$ cat config.mk
export PLATFORM = sky130hd
export DESIGN_NAME = spi_flash_responder
export DESIGN_NICKNAME = d
export VERILOG_FILES = /design/src/rtl/spi_flash_responder.sv
export SDC_FILE = /design/constraint.sdc
export NUM_CORES = 1
export LEC_CHECK = 0
export CORE_MARGIN = 1.5
export CORE_UTILIZATION = 40
export DETAILED_ROUTE_END_ITERATION = 7
export SYNTH_ARGS = -nofsm -noshare
export SYNTH_HDL_FRONTEND = slang
export SYNTH_SLANG_ARGS = --single-unit
$ cat constraint.sdc
create_clock -name MCLK -period 5.6 [get_ports MCLK]
set_input_delay 1.68 -clock MCLK [delete_from_list [all_inputs] [get_ports MCLK]]
set_output_delay 1.68 -clock MCLK [all_outputs]
set_load 0.01 [all_outputs]
$ cat src/rtl/spi_flash_responder.sv
// SPI flash responder: a slave-side stand-in for a W25Q32-class serial flash.
// It oversamples the SPI pins on MCLK and decodes READ (0x03) and FAST READ (0x0B).
// Image bytes come from a synchronous memory port and are shifted out MSB first.
module spi_flash_responder #(
    parameter int ADDR_WIDTH = 24,
    parameter int DUMMY_BITS = 8
) (
    input  logic                  MCLK,
    input  logic                  RST,
    input  logic                  nROMCS,
    input  logic                  ROMCLK,
    input  logic                  ROMMOSI,
    output logic                  ROMMISO,
    output logic                  ROMMISO_OE,
    output logic [ADDR_WIDTH-1:0] MEM_ADDR,
    output logic                  MEM_RD,
    input  logic [7:0]            MEM_DATA,
    output logic                  BUSY,
    output logic                  CMD_ERR
);

    // The shared bit counter must reach the longest of the opcode, address and dummy fields.
    localparam int MAX_BITS = (ADDR_WIDTH > DUMMY_BITS) ? ADDR_WIDTH : DUMMY_BITS;
    localparam int CNT_W    = $clog2(MAX_BITS + 1);

    typedef enum logic [2:0] {
        ST_IDLE   = 3'd0,
        ST_CMD    = 3'd1,
        ST_ADDR   = 3'd2,
        ST_DUMMY  = 3'd3,
        ST_DATA   = 3'd4,
        ST_IGNORE = 3'd5
    } state_t;

    // Synchroniser stages. Chip select resets to the deasserted level,
    // so the block does not see a false select when reset is released.
    logic cs_s1_q, cs_s2_q;
    logic clk_s1_q, clk_s2_q, clk_s3_q;
    logic mosi_s1_q, mosi_s2_q;
    logic rise_s, fall_s;

    state_t                 state_q;
    logic [CNT_W-1:0]       bit_cnt_q;
    logic [ADDR_WIDTH-2:0]  shift_q;
    logic                   fast_q;
    logic [ADDR_WIDTH-1:0]  mem_addr_q;
    logic                   mem_rd_q;
    logic                   rd_dly_q;
    logic                   fetch_pend_q;
    logic [7:0]             buf_q;
    logic [7:0]             cur_q;
    logic [2:0]             out_cnt_q;
    logic                   first_q;
    logic                   miso_q;
    logic                   oe_q;
    logic                   busy_q;
    logic                   cmd_err_q;

    // Bring the asynchronous SPI pins into the MCLK domain; the third clock stage is for edge detection.
    always_ff @(posedge MCLK or posedge RST) begin
        if (RST) begin
            cs_s1_q   <= 1'b1;
            cs_s2_q   <= 1'b1;
            clk_s1_q  <= 1'b0;
            clk_s2_q  <= 1'b0;
            clk_s3_q  <= 1'b0;
            mosi_s1_q <= 1'b0;
            mosi_s2_q <= 1'b0;
        end else begin
            cs_s1_q   <= nROMCS;
            cs_s2_q   <= cs_s1_q;
            clk_s1_q  <= ROMCLK;
            clk_s2_q  <= clk_s1_q;
            clk_s3_q  <= clk_s2_q;
            mosi_s1_q <= ROMMOSI;
            mosi_s2_q <= mosi_s1_q;
        end
    end

    assign rise_s = clk_s2_q & ~clk_s3_q;
    assign fall_s = ~clk_s2_q & clk_s3_q;

    // Protocol FSM. It decodes the opcode, address and dummy fields, paces memory fetches and shifts out MISO.
    always_ff @(posedge MCLK or posedge RST) begin
        if (RST) begin
            state_q      <= ST_IDLE;
            bit_cnt_q    <= {CNT_W{1'b0}};
            shift_q      <= {(ADDR_WIDTH-1){1'b0}};
            fast_q       <= 1'b0;
            mem_addr_q   <= {ADDR_WIDTH{1'b0}};
            mem_rd_q     <= 1'b0;
            rd_dly_q     <= 1'b0;
            fetch_pend_q <= 1'b0;
            buf_q        <= 8'h00;
            cur_q        <= 8'h00;
            out_cnt_q    <= 3'd0;
            first_q      <= 1'b0;
            miso_q       <= 1'b0;
            oe_q         <= 1'b0;
            busy_q       <= 1'b0;
            cmd_err_q    <= 1'b0;
        end else begin
            mem_rd_q  <= 1'b0;
            cmd_err_q <= 1'b0;
            rd_dly_q  <= mem_rd_q;
            // The memory returns data the cycle after the strobe, so capture it one cycle later.
            if (rd_dly_q) begin
                buf_q <= MEM_DATA;
            end

            if (cs_s2_q) begin
                // A deselect overrides everything, including a clock edge in the same cycle.
                state_q      <= ST_IDLE;
                busy_q       <= 1'b0;
                oe_q         <= 1'b0;
                miso_q       <= 1'b0;
                bit_cnt_q    <= {CNT_W{1'b0}};
                out_cnt_q    <= 3'd0;
                fetch_pend_q <= 1'b0;
                first_q      <= 1'b0;
                fast_q       <= 1'b0;
            end else begin
                // Prefetch the following byte once the current byte has been loaded for output.
                if (fetch_pend_q) begin
                    mem_rd_q     <= 1'b1;
                    mem_addr_q   <= mem_addr_q + ADDR_WIDTH'(1);
                    fetch_pend_q <= 1'b0;
                end

                case (state_q)
                    ST_IDLE: begin
                        state_q   <= ST_CMD;
                        busy_q    <= 1'b1;
                        bit_cnt_q <= {CNT_W{1'b0}};
                    end
                    ST_CMD: begin
                        if (rise_s) begin
                            shift_q <= {shift_q[ADDR_WIDTH-3:0], mosi_s2_q};
                            if (bit_cnt_q == CNT_W'(7)) begin
                                bit_cnt_q <= {CNT_W{1'b0}};
                                case ({shift_q[6:0], mosi_s2_q})
                                    8'h03: begin
                                        state_q <= ST_ADDR;
                                        fast_q  <= 1'b0;
                                    end
                                    8'h0B: begin
                                        state_q <= ST_ADDR;
                                        fast_q  <= 1'b1;
                                    end
                                    default: begin
                                        state_q   <= ST_IGNORE;
                                        cmd_err_q <= 1'b1;
                                    end
                                endcase
                            end else begin
                                bit_cnt_q <= bit_cnt_q + CNT_W'(1);
                            end
                        end
                    end
                    ST_ADDR: begin
                        if (rise_s) begin
                            shift_q <= {shift_q[ADDR_WIDTH-3:0], mosi_s2_q};
                            if (bit_cnt_q == CNT_W'(ADDR_WIDTH - 1)) begin
                                bit_cnt_q  <= {CNT_W{1'b0}};
                                mem_addr_q <= {shift_q, mosi_s2_q};
                                if (fast_q) begin
                                    state_q <= ST_DUMMY;
                                end else begin
                                    state_q  <= ST_DATA;
                                    mem_rd_q <= 1'b1;
                                    first_q  <= 1'b1;
                                end
                            end else begin
                                bit_cnt_q <= bit_cnt_q + CNT_W'(1);
                            end
                        end
                    end
                    ST_DUMMY: begin
                        // The address is already on MEM_ADDR; the strobe waits for the last dummy clock.
                        if (rise_s) begin
                            if (bit_cnt_q == CNT_W'(DUMMY_BITS - 1)) begin
                                bit_cnt_q <= {CNT_W{1'b0}};
                                state_q   <= ST_DATA;
                                mem_rd_q  <= 1'b1;
                                first_q   <= 1'b1;
                            end else begin
                                bit_cnt_q <= bit_cnt_q + CNT_W'(1);
                            end
                        end
                    end
                    ST_DATA: begin
                        if (fall_s) begin
                            if (first_q || (out_cnt_q == 3'd0)) begin
                                // Start a new byte from the prefetch buffer and request the next one.
                                oe_q         <= 1'b1;
                                miso_q       <= buf_q[7];
                                cur_q        <= {buf_q[6:0], 1'b0};
                                out_cnt_q    <= 3'd7;
                                first_q      <= 1'b0;
                                fetch_pend_q <= 1'b1;
                            end else begin
                                miso_q    <= cur_q[7];
                                cur_q     <= {cur_q[6:0], 1'b0};
                                out_cnt_q <= out_cnt_q - 3'd1;
                            end
                        end
                    end
                    ST_IGNORE: begin
                        state_q <= ST_IGNORE;
                    end
                    default: begin
                        state_q <= ST_IDLE;
                        busy_q  <= 1'b0;
                    end
                endcase
            end
        end
    end

    assign ROMMISO    = miso_q;
    assign ROMMISO_OE = oe_q;
    assign MEM_ADDR   = mem_addr_q;
    assign MEM_RD     = mem_rd_q;
    assign BUSY       = busy_q;
    assign CMD_ERR    = cmd_err_q;

endmodule

# Word level (Yosys, flattened, before mapping)

Cells that the tools add are included.
W data, S select, Z words.

Register bits: 90
Latch bits: 0
RAM bits: 0
Bits in read-only memories: 0
Bits of input ports: 13
Output and inout port bits: 29
Word-level logic and storage cells: 142
Memories: 0

$add $sub $neg: 3
Multipliers: 0
Div/mod/pow operators: 0
$lt $le $gt $ge: 0
Eq/ne operators: 21
Shifts and indexed selects: 0
Multiplexer cells: 66
Bitwise logic cells: 5
Reductions and logical operators: 24

Operators by type and width:

| kind                    | count |
|---|---|
| $mux W24                | 4 |
| $mux W3                 | 13 |
| $mux W1                 | 37 |
| $ne A3 B3 Y1 const B    | 9 |
| $mux W5                 | 5 |
| $add A24 B1 Y24 const B | 1 |
| $pmux W3 S6             | 1 |
| $pmux W5 S3             | 1 |
| $reduce_and A3 Y1       | 4 |
| $reduce_bool A2 Y1      | 6 |
| $eq A8 B2 Y1 const B    | 1 |
| $eq A8 B4 Y1 const B    | 1 |
| $mux W8                 | 1 |
| $reduce_and A8 Y1       | 1 |
| $reduce_bool A4 Y1      | 2 |
| $reduce_and A7 Y1       | 1 |
| $eq A3 B2 Y1 const B    | 2 |
| $eq A3 B3 Y1 const B    | 2 |
| $logic_not A3 Y1        | 2 |
| $pmux W1 S2             | 3 |
| $reduce_or A2 Y1        | 3 |
| $add A5 B1 Y5 const B   | 1 |
| $eq A5 B3 Y1 const B    | 1 |
| $eq A5 B5 Y1 const B    | 1 |
| 13 further kinds        | 16 |

# Logic depth before layout (Yosys ltp)

Depth in word-level cells: 7
Depth in mapped cells: 8
Depth with buffers taken out: 7

# Worst setup path after synthesis

No wires, ideal clock.

Kind: reg-to-output
From: reg mem_addr_q[3] (netlist: MEM_ADDR[3])
To: out MEM_ADDR[3]
Data arrival time: 0.470 ns
Slack: 3.450 ns
Cell stages (with the launch flop): 1
Path buffers: 0
Cell sequence: dfrtp_1

RTL lines:

| item                   | RTL line | text |
|---|---|---|
| start, declared        | 46       | `logic [ADDR_WIDTH-1:0] mem_addr_q;` |
| start signal, assigned | 90       | `mem_addr_q <= {ADDR_WIDTH{1'b0}};` |
| start signal, assigned | 126      | `mem_addr_q <= mem_addr_q + ADDR_WIDTH'(1);` |
| start signal, assigned | 165      | `mem_addr_q <= {shift_q, mosi_s2_q};` |
| end, declared          | 15       | `output logic [ADDR_WIDTH-1:0] MEM_ADDR,` |

No word-level cell between the ends.

# Final worst setup path

From: reg mem_addr_q[3] (netlist: MEM_ADDR[3])
To: out MEM_ADDR[3]

No word-level cell between the ends.

==> results.txt <==
- In this run the clock root is driven by a sky130_fd_sc_hd__clkbuf_8.
* Total Die Area: roughly 12000 um2
- Excluding fillers, the count of instances in the completed layout stands at between 500 and 600.
* Startpoint Class: flip-flop
- Slowest stage cell on the critical path: sky130_fd_sc_hd__clkdlybuf4s50_1
- Leakage power: around 2.2 nW
- After synthesis the netlist holds a flip-flop and latch count of 89.
* Count of boundary I/O pins: 42
- Final TNS setup: 0 ns
* Number of nets in the final layout: 472
* Commonest non-fill, non-tap cells in the layout: 87 x sky130_fd_sc_hd__dfrtp_1, 47 x sky130_fd_sc_hd__nor2_1, 41 x sky130_fd_sc_hd__clkdlybuf4s50_1
* Number of buffers added by the clock tree synthesis step: 9
- Area growth from synthesis to layout: 14.02%
- The floorplan step set the die height to 108.3 um.
* HP Class: reg -> reg
- Number of different library cells in the post-synthesis netlist: 56
- Counting both buffers and inverters, the worst setup path holds a total of 1.
- Post-route DRC violation count: 0
- Clock transition at path regs: about 0.08 ns
- Setup repair after global routing left no endpoint under its margin.
- Starting density of the core: around 41%
- In this run the worst setup path begins at MEM_ADDR[3]$_DFFE_PP0N_.
- Count of port buffers added during placement: 41
- Across every metal layer, demand over resource in global routing totals between 15 and 20%.
- After legalization and detailed placement, the total HPWL measured 5920 um.
- For the worst-skew pair, the clock arrives at the later sink with an insertion delay of 0.36 ns.
* Maximum number of pins on one net before global-route repair: between 50 and 60
- After synthesis, the largest area contributor takes up around half of total cell area.
- The longest clock path from root to sink contains 2 buffers.
- Measured in cells, the most critical reg-to-reg path has a length of 5.
* Total overflow reported by the global router: 0
- Crit. path cell count: 1
- The number of global-route vias before repair is between 3000 and 4000.
* CP Data Required Time: 3.92 ns
* Average via count per standard cell: 5.593
* Reg-to-reg startpoint: bit_cnt_q[0]$_DFFE_PP0P_
* Top delay family on crit path: buffers and inverters
- Largest incremental delay on the critical path: roughly 0.60 ns
- Setup slack of the most critical reg-to-reg path: 3.23 ns
* Total instance count after detailed placement: about 580
- At the pin with the least slew margin, the transition time is approximately 1.1 ns.
- Post-CTS repair changed the size of 0 cells.
- In this run the most critical hold path is launched from mosi_s1_q$_DFF_PP0_.
* Total power density per cell area: between 200 and 300 nW/um2
- Cells with a size suffix above 1 make up between 10% and 20% of the layout.
* Fillcell total: about 1100
- At the end of routability-driven placement, the weighted congestion stood at slightly above 0.8.
- Gate count of the mapped netlist: ~430
- Wire length of the first global-routing pass: approximately 16000 um
- Seq/Total Area, Yosys: 50.27%
* Crit. End Element: output port
- Derived from the worst setup path, the maximum achievable clock frequency is about 320 MHz.
- Summed instance area of the synthesized netlist: around 4400 um2
- Synthesis produced a netlist with a net count of 444.
- Width of the chip: approximately 110 um
* Average cell area after synthesis: about 10 um2
- Worst path arrival time: around 1.5 ns
* Final setup slack of the worst path: 2.439 ns
* Number of detailed-route iterations in the first pass: 4
* Maximum fanout along the worst path: 7
* Core region area: approximately 11000 um2
* # diodes: 0
- Setup violations remaining at the end of the flow were counted as 0.
- Result of the run: completed
- Walking the worst path, the cells encountered are clkdlybuf4s50_1.
- Number of antenna violations at the first check in global routing: 0
- Final clock skew: 0.009539 ns
- The number of hold-slack violations in the final timing report was 0.
- Along the worst hold path, the cell count comes to 0.
- The tree built by TritonCTS fans out to 89 sinks.
- Worst Path Class, Setup: reg -> out
- Post-Route WL: 9090 um
- Number of enable-type register cells in the synthesized netlist: 0
* Clock tree from TritonCTS: done
- OpenSTA, run right after detailed placement, puts the worst setup slack at 2.301 ns.
- Ranked by total cell area, the synthesized netlist is headed by sky130_fd_sc_hd__dfrtp_1 49%, sky130_fd_sc_hd__mux2_2 8.1%, sky130_fd_sc_hd__nor2_1 4.0%, sky130_fd_sc_hd__a21oi_1 3.5%, sky130_fd_sc_hd__o21ai_0 2.5%.
* Routed Antenna Nets: 0
- Share of flip-flops with an asynchronous set or reset after synthesis: 100.0%
* Wire length per cell after detailed routing: between 15 and 20 um
- Hold Buf Count CTS: 0
- Cell row count: 38
- Final min period: 3.161 ns
- In the synthesized netlist the dominant register cell turns out to be sky130_fd_sc_hd__dfrtp_1.
* Total power consumption of the routed design: 1.445 mW
- Yosys printed 0 warnings.
- sky130_fd_sc_hd__dfrtp_1 takes more of the synthesized area than any other cell.
* Max-cap viol count: 0
- DRC violation total after the first TritonRoute iteration: between 100 and 150
- In this run the tightest slew margin relative to its limit is 28.76%.
- Number of max-slew violations in the final report: 0
* Post-route clock period utilization: between 50 and 60%
* Max rail drop VDD: about 0.00013 V
- The H-tree generated during clock tree synthesis spans 3 levels.
- For this block, the via count after detailed routing is approximately 3400.
- Commonest non-fill, non-tap cell in the layout: sky130_fd_sc_hd__dfrtp_1
* Post-CTS Repair Setup Buffers: 0
[synth_stat cells (8+ instances only)]
library cell               instances
sky130_fd_sc_hd__mux2_2           32
sky130_fd_sc_hd__nand2_1          28
sky130_fd_sc_hd__buf_2             9
sky130_fd_sc_hd__dfrtp_1          87
sky130_fd_sc_hd__nand4_1          11
sky130_fd_sc_hd__nand3_1          15
sky130_fd_sc_hd__a21oi_1          31
sky130_fd_sc_hd__o22a_1            9
sky130_fd_sc_hd__nor2_1           47
sky130_fd_sc_hd__o21ai_0          22
sky130_fd_sc_hd__clkbuf_1          9
sky130_fd_sc_hd__inv_1            15
sky130_fd_sc_hd__and3_1            8
sky130_fd_sc_hd__mux2i_1           8
[power by group]
part	internal, mW	switching (mW)
logic	0.125	0.140
clock network	0.170	0.217
registers	0.716	0.0762
[flip-flops by register name, indices dropped and copies added, names as in the netlist, 3 cells and up]
signal / count
MEM_ADDR: 24
bit_cnt_q: 5
buf_q: 8
cur_q: 7
out_cnt_q: 3
shift_q: 23
state_q: 3
[per-layer routing]
metal  GRT usage, %  part of all wire [%]  vias to the layer above  wire, um
li1               -                     -                     1606         -
met1          23.40                    47                     1682      4290
met2          27.17                    48                       50      4387
met3          2.954                   2.9                       12       266
met4          6.767                   1.6                        0       146
met5              0                     0                        -         0
[metrics by stage]
stage / utilization (%) / hold slack (ns) / cell area, um2
floorplan: - / 0.3312 / 4436
global placement: 45.15 / 0.3345 / 4895
detailed placement: 45.15 / 0.3355 / 4895
CTS: 46.65 / 0.3543 / 5057
global route: 46.65 / 0.3684 / 5057
finish: 46.65 / 0.3528 / 5057
[cells by family (layout without fill, tap and decap cells)]
group,Yosys count,count (layout),synth area share (%)
adders and majority gates,4,4,1.128
AOI/OAI and AO/OA,106,106,15.54
muxes,41,41,10.18
DFF,89,89,50.27
buffers and inverters,42,74,4.654
xor gates and xnor gates,1,1,0.1975
and+or+nand+nor,144,144,18.03
[area by class of cell]
type                            count  area [um2]  share of cell area, %
Clock buffer                       12       145.1                  2.870
Clock inverter                      3       17.52                 0.3464
Inverter                           15       57.56                  1.138
Multi-Input combinational cell    296        1999                  39.53
Sequential cell                    89        2230                  44.09
Tap cell                          140       175.2                  3.464
Timing Repair Buffer               44       432.9                  8.560
[worst paths after layout]
path | to
worst max-delay path | MEM_ADDR[3]
worst min-delay path | mosi_s2_q$_DFF_PP0_
worst max register to register | MEM_ADDR[19]$_DFFE_PP0N_
worst min register to register | mosi_s2_q$_DFF_PP0_
max in group asynchronous | shift_q[5]$_DFFE_PP0P_
min in group asynchronous | rd_dly_q$_DFF_PP0_
(Power assumes the default switching activity.)
==> patch 1: new RTL, same flow settings <==
The parameter `DUMMY_BITS` goes from 8 to 32.
--- a/src/rtl/spi_flash_responder.sv
+++ b/src/rtl/spi_flash_responder.sv
@@ -4,5 +4,5 @@
 module spi_flash_responder #(
     parameter int ADDR_WIDTH = 24,
-    parameter int DUMMY_BITS = 8
+    parameter int DUMMY_BITS = 32
 ) (
     input  logic                  MCLK,
Check against the original RTL: no difference found for any inputs over 10 cycles, from zero or initial values and one cycle with RST high; that may be too few to reach the edited logic, so the function may still have changed.
==> patch 1 against the unedited design <==
Setup slack worse by 52 ps; via count is 1.9% higher; synthesized area decreased by 0.93%; routed wire length rose by 0.41%; cell count stayed put; design area rose by 0.52%; power rose by 3.3%; fmax fell by 1.6%; utilization up 0.45 points; sequential cell count is 1 higher; highest routed layer unchanged.
==> patch 1: results (changes against the unedited design) <==
| Metric | Value |
|---|---|
| Sequential share of the synthesized area | 51.3% (+1.0 points) |
| Final clock-cell share | 3.96% (+0.75 points) |
| Met2 WL post-DR | 4.40 mm (+0.30%) |
| Reg2reg start | state_q[2]$_DFFE_PP0P_ |
| Reg2reg setup slack | 3130 ps (-100 ps) |
| Critical Path End | MEM_ADDR[7] |
| Wire length on met3 | 334 um (+26%) |
| Synth Instances | 423 (-0.94%) |
| Clkbuf count | 11 (-1) |
| Layout cells sized above 1 | 13.3% (-0.87 points) |
| Post-DP HPWL | 5.94 mm (+0.42%) |
| Met3 Use GR | 3.39% (+0.44 points) |
| Post-Syn Nets | 440 (-0.90%) |
| Synth top cells by count | 88 x dfrtp_1, 35 x nor2_1, 34 x a21oi_1, 32 x nand2_1, 31 x mux2_2 |
| Largest net degree at the start of global routing | 66 (+12%) |
| Post-synth cell types | 50 (-11%) |
| Status | completed |
| Seq/total area | 44.4% (+0.26 points) |
| Synth Area in Compound Gates | 16.8% (+1.3 points) |
| Wl on met1 | 4.27 mm (-0.54%) |
| Vias in the first global route | 3,363 (+3.8%) |
| # fillers | 1,024 (-3.8%) |
| Routed WL per cell | 15.2 um (+0.41%) |
| 1st-iter DRT viols | 142 (+29%) |
| XOR/XNOR Fraction of Synth Area | 0.199% (+0.0019 points) |
| First-pass GRT wire length | 15.9 mm (+0.88%) |
| RR Endpoint | shift_q[20]$_DFFE_PP0P_ |
| RePlAce Congestion | 0.815 (+1.3%) |
| Area occupied by multi-input gates | 1970 um2 (-1.5%) |
| Leakage Power | 2.19 nW (-2.1%) |
| Peak VDD IR | 168 uV (+28%) |
| R2R depth | 3 (-2) |
| Placed Cells | 583 (-0.17%) |
| Adder-cell area share of the yosys netlist | 1.14% (+0.011 points) |
| Inverters | 9 (-6) |
| Count of multi-input gates | 298 (+0.68%) |
| Post-layout worst setup margin | 2390 ps (-51.6 ps) |
| NonClk Buf Share | 8.81% (+0.25 points) |
| Nets | 471 (-0.21%) |
| Non-clock buffers | 46 (+4.5%) |
| Largest cells by area after synthesis | dfrtp_1 50%, mux2_2 7.9%, o22a_1 5.2% |
| Via density | 5.70 (+1.9%) |
| Seq Cell Count | 90 (+1.1%) |
-- patch 1: changes by cell type after synthesis, sizes merged, moves of 6 or more --
| cell | delta |
|---|---|
| o22a | +17 |
| nor2 | -11 |
| o21ai | -8 |
| nand4 | -7 |
| buf | -6 |
| inv | -6 |
-- patch 1: metrics by stage --
stage	hold slack, ps	cell area [um2]
detailed placement	335	4880
finish	357	5080
global placement	336	4880
CTS	362	5080
global route	366	5080
floorplan	331	4390
-- patch 1: kinds of logic after synthesis --
| logic type | after synthesis |
|---|---|
| and+or+nand+nor | 146 |
| AOI/OAI and AO/OA | 110 |
| xor gates and xnor gates | 1 |
| buffers and inverters | 35 |
| adders and majority gates | 4 |
| DFF | 90 |
| muxes | 37 |
-- patch 1: report_power, final --
part           internal, mW  leakage [nW]  switching [mW]
sequential            0.725          1.22          0.0688
combinational         0.123         0.872           0.122
clock                 0.221         0.100           0.233
-- patch 1: worst register-to-register path, stage by stage, from the launching register on --
cell and delay, ps:
dfrtp_1 500, nor2_1 340, nand3_1 900, mux2_2 610
==> patch 2: new RTL, same flow settings <==
Without the edit above. One comparison of `bit_cnt_q` changes from == to >=.
--- a/src/rtl/spi_flash_responder.sv
+++ b/src/rtl/spi_flash_responder.sv
@@ -161,5 +161,5 @@
                         if (rise_s) begin
                             shift_q <= {shift_q[ADDR_WIDTH-3:0], mosi_s2_q};
-                            if (bit_cnt_q == CNT_W'(ADDR_WIDTH - 1)) begin
+                            if (bit_cnt_q >= CNT_W'(ADDR_WIDTH - 1)) begin
                                 bit_cnt_q  <= {CNT_W{1'b0}};
                                 mem_addr_q <= {shift_q, mosi_s2_q};
Check against the original RTL: same outputs for any inputs over 10 cycles, from zero or initial values and one cycle with RST high; that may be too few to reach the edited logic, so the function may still have changed.
==> patch 2 against the unedited design <==
Register-to-register slack worse by 170 ps; sequential cell count stayed put; synthesized area fell by 1.3%; setup slack improved by 40 ps; routed wire length is 3.0% higher; power grew 0.58%; design area is 0.69% higher; hold slack gained 3.8 ps; fmax increased by 1.3%.
==> patch 2: results (changes against the unedited design) <==
| Metric | Value |
|---|---|
| Nets | 476 (+0.85%) |
| Critical path launch point | MEM_ADDR[10]$_DFFE_PP0N_ |
| Post-Syn Nets | 447 (+0.68%) |
| Vias in the first global route | 3,147 (-2.9%) |
| Reg2reg start | cs_s2_q$_DFF_PP1_ |
| Worst path slowest cell | clkdlybuf4s50_1 |
| Post-synth cell types | 58 (+3.6%) |
| Initial antenna violation count | 0 (unchanged) |
| Largest net degree at the start of global routing | 56 (-5.1%) |
| Post-synth EDFFs | 0 (unchanged) |
| Pre-antenna DRT Iters | 5 (+1) |
| Status | completed |
| Largest cells by area after synthesis | dfrtp_1 50%, mux2_2 8.0%, nor2_1 3.8% |
| Sequential share of the synthesized area | 50.9% (+0.68 points) |
| First-pass GRT wire length | 15.8 mm (+0.66%) |
| 1st-iter DRT viols | 216 (+96%) |
| Pre-CTS setup slack | 2260 ps (-41.8 ps) |
| Total CTS buffers | 9 (unchanged) |
| Reg power frac | 51.8% (-3.1 points) |
| Post-DP HPWL | 6.11 mm (+3.2%) |
| GR Util All Layers | 17.4% (+0.30 points) |
| Adder-cell area share of the yosys netlist | 1.14% (+0.015 points) |
| R2R depth | 4 (-1) |
| Leakage Power | 2.21 nW (-0.81%) |
| Post-layout worst setup margin | 2480 ps (+40.4 ps) |
| Post-synthesis mux area share | 10.0% (-0.15 points) |
| DR vias | 3,372 (+0.66%) |
| Top_reg_cell synth | dfrtp_1 |
| Root buffer cell | clkbuf_8 |
| Peak VDD IR | 168 uV (+28%) |
| Clock Pin Slew Worst Setup and Hold Paths | 80 ps (about the same) |
| FFs w/ async S/R, synth | 100% (unchanged) |
| Worst Hold Path EP | mosi_s2_q$_DFF_PP0_ |
| Synth Instances | 430 (+0.70%) |
| Max Buffers Root-to-Sink | 2 (unchanged) |
| XOR/XNOR Fraction of Synth Area | 0% (-0.20 points) |
| Top cell family by delay on the critical path | buffers and inverters |
| Placed Cells | 588 (+0.68%) |
| Reg2reg setup slack | 3060 ps (-170 ps) |
| Worst slew margin | 25.6% (-3.2 points) |
| RR Endpoint | shift_q[12]$_DFFE_PP0P_ |
| Placed cell areas | 4870 um2 (-0.51%) |
| Crit Path Max Fanout | 9 (+2) |
| Cell Count, Final, Fillers Out | 604 (+0.83%) |
| Switching power | 380 uW (-12%) |
| Critical Path End | MEM_ADDR[10] |
| Synth Area in Compound Gates | 17.0% (+1.4 points) |
| RePlAce Congestion | 0.818 (+1.7%) |
| Layout cells sized above 1 | 12.9% (-1.2 points) |
| CP arrival | 1440 ps (-40 ps) |
| Synth top cells by count | 87 x dfrtp_1, 44 x nor2_1, 37 x nand2_1, 31 x mux2_2, 29 x a21oi_1 |
| Largest stage delay on the critical path | 590 ps |
| # fillers | 1,058 (-0.66%) |
| Skew final | 9.37 ps (-0.166 ps) |
| Routed WL per cell | 15.5 um (+2.1%) |
patch 2: layout make-up:
class | count | area (um2) | area share, %
multi-input combinational | 307 | 2000 | 39.3
inverter | 8 | 31.3 | 0.614
tap | 140 | 175 | 3.44
clock buffer | 14 | 163 | 3.19
timing repair buffer | 44 | 433 | 8.50
clock inverter | 2 | 60.1 | 1.18
sequential | 89 | 2230 | 43.8
patch 2: layer usage:
layer	share of wire, %	GRT usage (%)
met1	49	24.7
met2	47	26.3
met3	3.3	3.51
met4	0.81	6.67
met5	0	0
patch 2: through the flow:
stage,utilization (%),hold slack [ps]
2_1_floorplan,-,331
3_3_place_gp,45.3,332
3_5_place_dp,45.3,336
4_1_cts,47.4,354
5_1_grt,47.4,367
6_report,47.4,357
patch 2: power by group through the flow:
| stage | combinational (mW) | sequential [mW] | clock (mW) |
|---|---|---|---|
| 6_report | 0.207 | 0.753 | 0.494 |
| 5_1_grt | 0.233 | 0.764 | 0.538 |
| 4_1_cts | 0.211 | 0.752 | 0.510 |
| 3_5_place_dp | 0.209 | 0.765 | 0 |
| 3_3_place_gp | 0.205 | 0.764 | 0 |
| 2_1_floorplan | 0.169 | 0.743 | 0 |
patch 2: kinds of logic (layout without fill, tap and decap cells):
| group | Yosys count | in the layout |
|---|---|---|
| DFF | 89 | 89 |
| muxes | 40 | 40 |
| and+or+nand+nor | 151 | 151 |
| adders and majority gates | 4 | 4 |
| buffers and inverters | 34 | 68 |
| AOI/OAI and AO/OA | 112 | 112 |
